===== config.mk =====
export PLATFORM = sky130hd
export DESIGN_NAME = regfile_sequencer
export DESIGN_NICKNAME = d
export VERILOG_FILES = /design/src/rtl/regfile_seq_pkg.sv /design/src/rtl/regfile_sequencer_cmd_fifo.sv /design/src/rtl/regfile_sequencer.sv
export SDC_FILE = /design/constraint.sdc
export NUM_CORES = 1
export LEC_CHECK = 0
export BUFFER_PORTS_ARGS = -buffer_cell sky130_fd_sc_hd__buf_2
export CAP_MARGIN = 20
export CORE_MARGIN = 4
export CORE_UTILIZATION = 57
export CTS_BUF_LIST = sky130_fd_sc_hd__clkbuf_8
export DETAILED_ROUTE_END_ITERATION = 6
export PLACE_DENSITY_LB_ADDON = 0.05
export SYNTH_ARGS = -nofsm -noshare
export SYNTH_HDL_FRONTEND = slang
export SYNTH_SLANG_ARGS = --single-unit

===== constraint.sdc =====
create_clock -name clk -period 3.8 [get_ports clk]
set_input_delay 0.57 -clock clk [delete_from_list [all_inputs] [get_ports clk]]
set_output_delay 0.57 -clock clk [all_outputs]
set_load 0.03 [all_outputs]

===== src/rtl/regfile_seq_pkg.sv =====
// Shared types for the regfile command sequencer: ALU op codes, FSM states and the queued command.
package regfile_seq_pkg;

  localparam int SEQ_AW   = 5;
  localparam int SEQ_IMMW = 15;

  localparam logic [3:0] ALUOP_AND = 4'b0000;
  localparam logic [3:0] ALUOP_OR  = 4'b0001;
  localparam logic [3:0] ALUOP_ADD = 4'b0010;
  localparam logic [3:0] ALUOP_SUB = 4'b0110;
  localparam logic [3:0] ALUOP_LT  = 4'b0111;
  localparam logic [3:0] ALUOP_SRL = 4'b1000;
  localparam logic [3:0] ALUOP_SLL = 4'b1001;
  localparam logic [3:0] ALUOP_SRA = 4'b1010;
  localparam logic [3:0] ALUOP_XOR = 4'b1101;

  typedef enum logic [1:0] {
    ST_IDLE = 2'd0,
    ST_READ = 2'd1,
    ST_EXEC = 2'd2,
    ST_WB   = 2'd3
  } seq_state_t;

  typedef struct packed {
    logic                imm;
    logic [SEQ_AW-1:0]   rd;
    logic [SEQ_AW-1:0]   rs1;
    logic [SEQ_AW-1:0]   rs2;
    logic [3:0]          op;
    logic [SEQ_IMMW-1:0] value;
  } seq_cmd_t;

endpackage


===== src/rtl/regfile_sequencer_cmd_fifo.sv =====
// Synchronous command FIFO; full/empty come from the registered occupancy count.
module rfseq_cmd_fifo
  import regfile_seq_pkg::*;
#(
  parameter int DEPTH = 4
) (
  input  logic     clk,
  input  logic     rst,
  input  logic     push_i,
  input  seq_cmd_t wdata_i,
  input  logic     pop_i,
  output seq_cmd_t rdata_o,
  output logic     full_o,
  output logic     empty_o
);

  localparam int AW = $clog2(DEPTH);

  seq_cmd_t        mem_q [DEPTH];
  logic [AW-1:0]   wr_ptr_q, wr_ptr_d;
  logic [AW-1:0]   rd_ptr_q, rd_ptr_d;
  logic [AW:0]     count_q, count_d;
  logic            push_ok, pop_ok;

  assign full_o  = (count_q == (AW+1)'(DEPTH));
  assign empty_o = (count_q == '0);
  assign rdata_o = mem_q[rd_ptr_q];

  // Full is judged on the registered count, so a pop cannot make room for a same-cycle push.
  assign push_ok = push_i && !full_o;
  assign pop_ok  = pop_i && !empty_o;

  always_comb begin
    wr_ptr_d = wr_ptr_q;
    rd_ptr_d = rd_ptr_q;
    count_d  = count_q;
    if (push_ok) wr_ptr_d = wr_ptr_q + 1'b1;
    if (pop_ok)  rd_ptr_d = rd_ptr_q + 1'b1;
    case ({push_ok, pop_ok})
      2'b10:   count_d = count_q + 1'b1;
      2'b01:   count_d = count_q - 1'b1;
      default: count_d = count_q;
    endcase
  end

  always_ff @(posedge clk) begin
    if (rst) begin
      wr_ptr_q <= '0;
      rd_ptr_q <= '0;
      count_q  <= '0;
    end else begin
      wr_ptr_q <= wr_ptr_d;
      rd_ptr_q <= rd_ptr_d;
      count_q  <= count_d;
    end
  end

  always_ff @(posedge clk) begin
    if (push_ok) mem_q[wr_ptr_q] <= wdata_i;
  end

endmodule


===== src/rtl/regfile_sequencer.sv =====
// Valid/ready command sequencer stepping each queued command through READ -> EXEC -> WB.
// Optional feature macro: RFSEQ_PERF_CNT_EN builds the 16-bit completed-command counter.
module regfile_sequencer
  import regfile_seq_pkg::*;
#(
  parameter int FIFO_DEPTH = 4,
  parameter int DATA_WIDTH = 32,
  parameter int ADDR_WIDTH = 5
) (
  input  logic                  clk,
  input  logic                  rst,
  input  logic                  cmd_valid,
  output logic                  cmd_ready,
  input  logic                  cmd_imm,
  input  logic [ADDR_WIDTH-1:0] cmd_rd,
  input  logic [ADDR_WIDTH-1:0] cmd_rs1,
  input  logic [ADDR_WIDTH-1:0] cmd_rs2,
  input  logic [3:0]            cmd_op,
  input  logic [14:0]           cmd_value,
  output logic [ADDR_WIDTH-1:0] rf_raddr1,
  output logic [ADDR_WIDTH-1:0] rf_raddr2,
  input  logic [DATA_WIDTH-1:0] rf_rdata1,
  input  logic [DATA_WIDTH-1:0] rf_rdata2,
  output logic [ADDR_WIDTH-1:0] rf_waddr,
  output logic [DATA_WIDTH-1:0] rf_wdata,
  output logic                  rf_we,
  output logic [3:0]            alu_op,
  output logic [DATA_WIDTH-1:0] alu_a,
  output logic [DATA_WIDTH-1:0] alu_b,
  input  logic [DATA_WIDTH-1:0] alu_result,
  output logic                  busy,
  output logic                  done,
  output logic [ADDR_WIDTH-1:0] done_rd,
  output logic [DATA_WIDTH-1:0] done_data,
  output logic [15:0]           op_count
);

  seq_state_t            state_q, state_d;
  seq_cmd_t              cmd_q, cmd_d;
  logic [DATA_WIDTH-1:0] result_q, result_d;
  seq_cmd_t              cmd_in, head;
  logic                  fifo_full, fifo_empty, pop;
  logic [DATA_WIDTH-1:0] imm_ext, wb_val;

  assign cmd_in = '{imm:   cmd_imm,
                    rd:    SEQ_AW'(cmd_rd),
                    rs1:   SEQ_AW'(cmd_rs1),
                    rs2:   SEQ_AW'(cmd_rs2),
                    op:    cmd_op,
                    value: cmd_value};

  rfseq_cmd_fifo #(.DEPTH(FIFO_DEPTH)) u_fifo (
    .clk     (clk),
    .rst     (rst),
    .push_i  (cmd_valid),
    .wdata_i (cmd_in),
    .pop_i   (pop),
    .rdata_o (head),
    .full_o  (fifo_full),
    .empty_o (fifo_empty)
  );

  assign cmd_ready = !fifo_full;
  assign busy      = (state_q != ST_IDLE) || !fifo_empty;
  assign imm_ext   = {{(DATA_WIDTH-SEQ_IMMW){cmd_q.value[SEQ_IMMW-1]}}, cmd_q.value};
  assign wb_val    = cmd_q.imm ? imm_ext : result_q;

  always_ff @(posedge clk) begin
    if (rst) begin
      state_q  <= ST_IDLE;
      cmd_q    <= '0;
      result_q <= '0;
    end else begin
      state_q  <= state_d;
      cmd_q    <= cmd_d;
      result_q <= result_d;
    end
  end

  // Head is only popped from IDLE, so WB always retires before the next READ.
  always_comb begin
    state_d  = state_q;
    cmd_d    = cmd_q;
    result_d = result_q;
    pop      = 1'b0;
    case (state_q)
      ST_IDLE: if (!fifo_empty) begin
        pop     = 1'b1;
        cmd_d   = head;
        state_d = head.imm ? ST_WB : ST_READ;
      end
      ST_READ: state_d = ST_EXEC;
      ST_EXEC: begin
        result_d = alu_result;
        state_d  = ST_WB;
      end
      ST_WB:   state_d = ST_IDLE;
      default: state_d = ST_IDLE;
    endcase
  end

  always_comb begin
    rf_raddr1 = '0;
    rf_raddr2 = '0;
    rf_waddr  = '0;
    rf_wdata  = '0;
    rf_we     = 1'b0;
    alu_op    = '0;
    alu_a     = '0;
    alu_b     = '0;
    done      = 1'b0;
    done_rd   = '0;
    done_data = '0;
    case (state_q)
      ST_READ: begin
        rf_raddr1 = ADDR_WIDTH'(cmd_q.rs1);
        rf_raddr2 = ADDR_WIDTH'(cmd_q.rs2);
      end
      ST_EXEC: begin
        alu_op = cmd_q.op;
        alu_a  = rf_rdata1;
        alu_b  = rf_rdata2;
      end
      ST_WB: begin
        rf_waddr  = ADDR_WIDTH'(cmd_q.rd);
        rf_wdata  = wb_val;
        rf_we     = (cmd_q.rd != '0);
        done      = 1'b1;
        done_rd   = ADDR_WIDTH'(cmd_q.rd);
        done_data = wb_val;
      end
      default: ;
    endcase
  end

`ifdef RFSEQ_PERF_CNT_EN
  logic [15:0] op_count_q;

  always_ff @(posedge clk) begin
    if (rst)       op_count_q <= '0;
    else if (done) op_count_q <= op_count_q + 16'd1;
  end

  assign op_count = op_count_q;
`else
  assign op_count = '0;
`endif

endmodule

==> flow_metrics.py <==
metrics = {
    "outcome": {
        "status": "completed",
    },
    "pwr": {
        "p_comb_frac": 0.303,
        "vdd_ir_drop_max_uv": 440.5,
        "power_leakage_nw": 4.707,
        "switching_share": 0.3424,
        "internal_power_mw": 4.730,
        "p_sw_mw": 2.463,
        "seqPwrFrac": 0.442,
        "p_clk_frac": 0.255,
        "total_power_mw": 7.194,
        "power.density_nw_per_um2": 641.1,
    },
    "cells_and_area": {
        "regArea_um2": 5768,
        "num-nets-final": 1050,
        "final_area_um2": 11220,
        "fillers": 1168,
        "final_core_util": 0.7013,
        "layout-drive-gt1-share": 0.4155,
        "layout_common_cells": "buf_2, edfxtp_1, and2_1, dfxtp_1, mux2i_1",
        "multiInputGateArea_um2": 3020,
        "layout_commonest_cell": "buf_2",
        "syn_to_final_growth_pct": 19.96,
    },
    "setup_path": {
        "crit_buf_inv": 1,
        "cp-startpoint": "cmd_q[34]$_SDFFE_PP0P_",
        "r2r-start": "u_fifo.count_q[2]$_SDFFE_PP0P_",
        "critPathTopFamily": "flip-flops",
        "endpoint": "rf_wdata[17]",
        "path_depth": 3,
        "arrival_ns": 2.50,
        "worstPathRequired_ns": 3.23,
        "crit_type": "flip-flop to primary output",
        "r2r_cells": 8,
        "cp-end-kind": "primary output",
        "startpoint_type": "flip-flop",
        "r2r_end": "u_fifo.count_q[2]$_SDFFE_PP0P_",
        "cp_slowest_cell": "dfxtp_1",
        "crit_chain": "nand2_1, a21boi_0, buf_2",
        "cp_max_fo": 18,
        "critPathMaxStageDelay_ns": 0.62,
        "r2r_slack_ns": 1.41,
    },
    "sta": {
        "rsz0062_at_grt": "no",
        "hold_viol_final": 0,
        "drv_slew": 0,
        "period_needed_ns": 3.068,
        "fin_setup_tns_ns": 0,
        "clock.fmax_mhz": 326.0,
        "tightest_slew_ns": 1.009,
        "fin_ws_ns": 0.7323,
        "timing.final.crit_share": 0.8073,
        "max_slew_margin": 0.3274,
        "clock_skew_ns": 0.04390,
        "setup_viol": 0,
    },
    "placement": {
        "gp_congestion": 0.8843,
        "port_buffers": 289,
        "place_hpwl_um": 18100,
        "place_ws_ns": 1.341,
        "placed_area_um2": 10580,
    },
    "clock_network": {
        "cts_hold_buf": 0,
        "cts_buffer_depth": 3,
        "cts_made_buffers": 35,
        "post_cts_buffers": 0,
        "root_buffer": "clkbuf_8",
        "clk_latency_ns": 0.53,
        "clock-sinks": 218,
        "cts_tree": "done",
        "h-tree-depth": 2,
        "path_clk_slew_ns": 0.06,
        "cts_resized": 0,
    },
    "route": {
        "via_per_inst": 5.376,
        "postRouteAntennaNets": 0,
        "route.detailed.drc": 0,
        "wl_um": 25200,
        "dr_total_vias": 6172,
        "post_drt_wl_per_cell_um": 21.95,
        "first_pass_iters": 5,
        "drt_iter0_drc": 300,
    },
    "logic_synthesis": {
        "synth_cells": 654,
        "synth_edf_count": 140,
        "yosys_warnings": 0,
        "synth_area_per_cell_um2": 14.30,
        "seq_area_frac_synth": 0.6164,
        "syn_area_um2": 9354,
        "synth_cell_types": 38,
        "async_flop_share": 0,
        "ys_ff_latch": 218,
        "synth_flop_cell": "edfxtp_1",
    },
    "global_routing": {
        "overflow": 0,
        "grt_pass1_wl_um": 36560,
        "grt_max_degree": 87,
        "grt_antenna_before_repair": 5,
        "grt_pass1_vias": 6359,
        "grt.total_usage": 0.2649,
    },
    "die": {
        "placementRows": 46,
        "start_util": 0.5846,
        "io_pins": 306,
        "core_region_area_um2": 16000,
        "die_height_um": 136.1,
        "die_w_um": 136.1,
        "die_area_um2": 18520,
    },
    "flow_run": {
        "cap_violations": 0,
    },
    "hold_path": {
        "hp-class": "input port to flip-flop",
    },
}
how the worst min path moves through the flow:
stage / startpoint / end / slack (ns) / depth (start not counted)
floorplan: cmd_q[19]$_SDFFE_PP0P_ / cmd_q[19]$_SDFFE_PP0P_ / 0.44 / 1
global placement: cmd_q[24]$_SDFFE_PP0P_ / cmd_q[24]$_SDFFE_PP0P_ / 0.45 / 1
detailed placement: cmd_q[21]$_SDFFE_PP0P_ / cmd_q[21]$_SDFFE_PP0P_ / 0.46 / 1
CTS: cmd_rs1[3] / u_fifo.mem_q[0][27]$_DFFE_PP_ / 0.23 / 1
global route: cmd_op[2] / u_fifo.mem_q[2][17]$_DFFE_PP_ / 0.23 / 1
finish: cmd_op[3] / u_fifo.mem_q[0][18]$_DFFE_PP_ / 0.26 / 1
state kept, by name (all words and copies together) (netlist names), named ones only:
signal           cells
u_fifo.mem_q       140
cmd_q               35
result_q            32
u_fifo.count_q       3
state_q              2
u_fifo.rd_ptr_q      2
u_fifo.wr_ptr_q      2
cell usage after synthesis (all sizes together), types with 3 or more instances:
master | number | area, µm²
dfxtp | 78 | 1562
and2 | 83 | 519.3
edfxtp | 140 | 4204
clkbuf | 25 | 93.84
xor2 | 3 | 26.28
a22o | 35 | 306.5
buf | 71 | 521.7
a21boi | 18 | 135.1
nor2 | 42 | 165.2
ha | 10 | 125.1
mux4 | 35 | 788.3
a21oi | 4 | 20.02
and3 | 4 | 25.02
nand2b | 18 | 112.6
mux2i | 47 | 470.5
nor2b | 15 | 101.3
inv | 7 | 26.28
stage by stage:
| step | cells | hold WS (ns) |
|---|---|---|
| CTS | 1145 | 0.2281 |
| finish | 1148 | 0.2593 |
| global route | 1147 | 0.2327 |
| floorplan | 669 | 0.4405 |
| global placement | 1084 | 0.4540 |
| detailed placement | 1084 | 0.4570 |
power by group through the flow:
stage               Sequential (mW)  Clock, mW  Combinational [mW]
finish                         3.18       1.83                2.18
global route                   3.23       1.98                2.34
CTS                            3.18       1.87                2.19
detailed placement             3.23          0                2.19
global placement               3.21          0                2.13
floorplan                      3.09          0                1.72
cells by family after synthesis:
kind of cell,count (synthesis),synth area share
buffers and inverters,103,0.06862
adder cells (fa/ha/maj),11,0.01552
AO/OA/AOI/OAI,65,0.05671
flip-flops,218,0.6164
XOR/XNOR,4,0.003746
multiplexers,82,0.1346
AND/OR/NAND/NOR,170,0.1041
other,1,0.0004009
metal layers:
layer / vias to the layer above / GRT usage / part of all wire
li1: 2811 / - / -
met3: 53 / 0.06366 / 0.079
met5: - / 0 / 0.00099
met1: 3039 / 0.3260 / 0.38
met2: 265 / 0.4474 / 0.50
met4: 4 / 0.1153 / 0.035
cell type report:
class,instances,area share
antenna,3,0.0006690
clock buffer,38,0.04661
clock inverter,23,0.01015
inverter,7,0.002342
multi-input combinational,348,0.2692
sequential,218,0.5140
tap,216,0.02409
timing repair buffer,295,0.1329
Note: power is estimated with default switching activity, not from simulation.
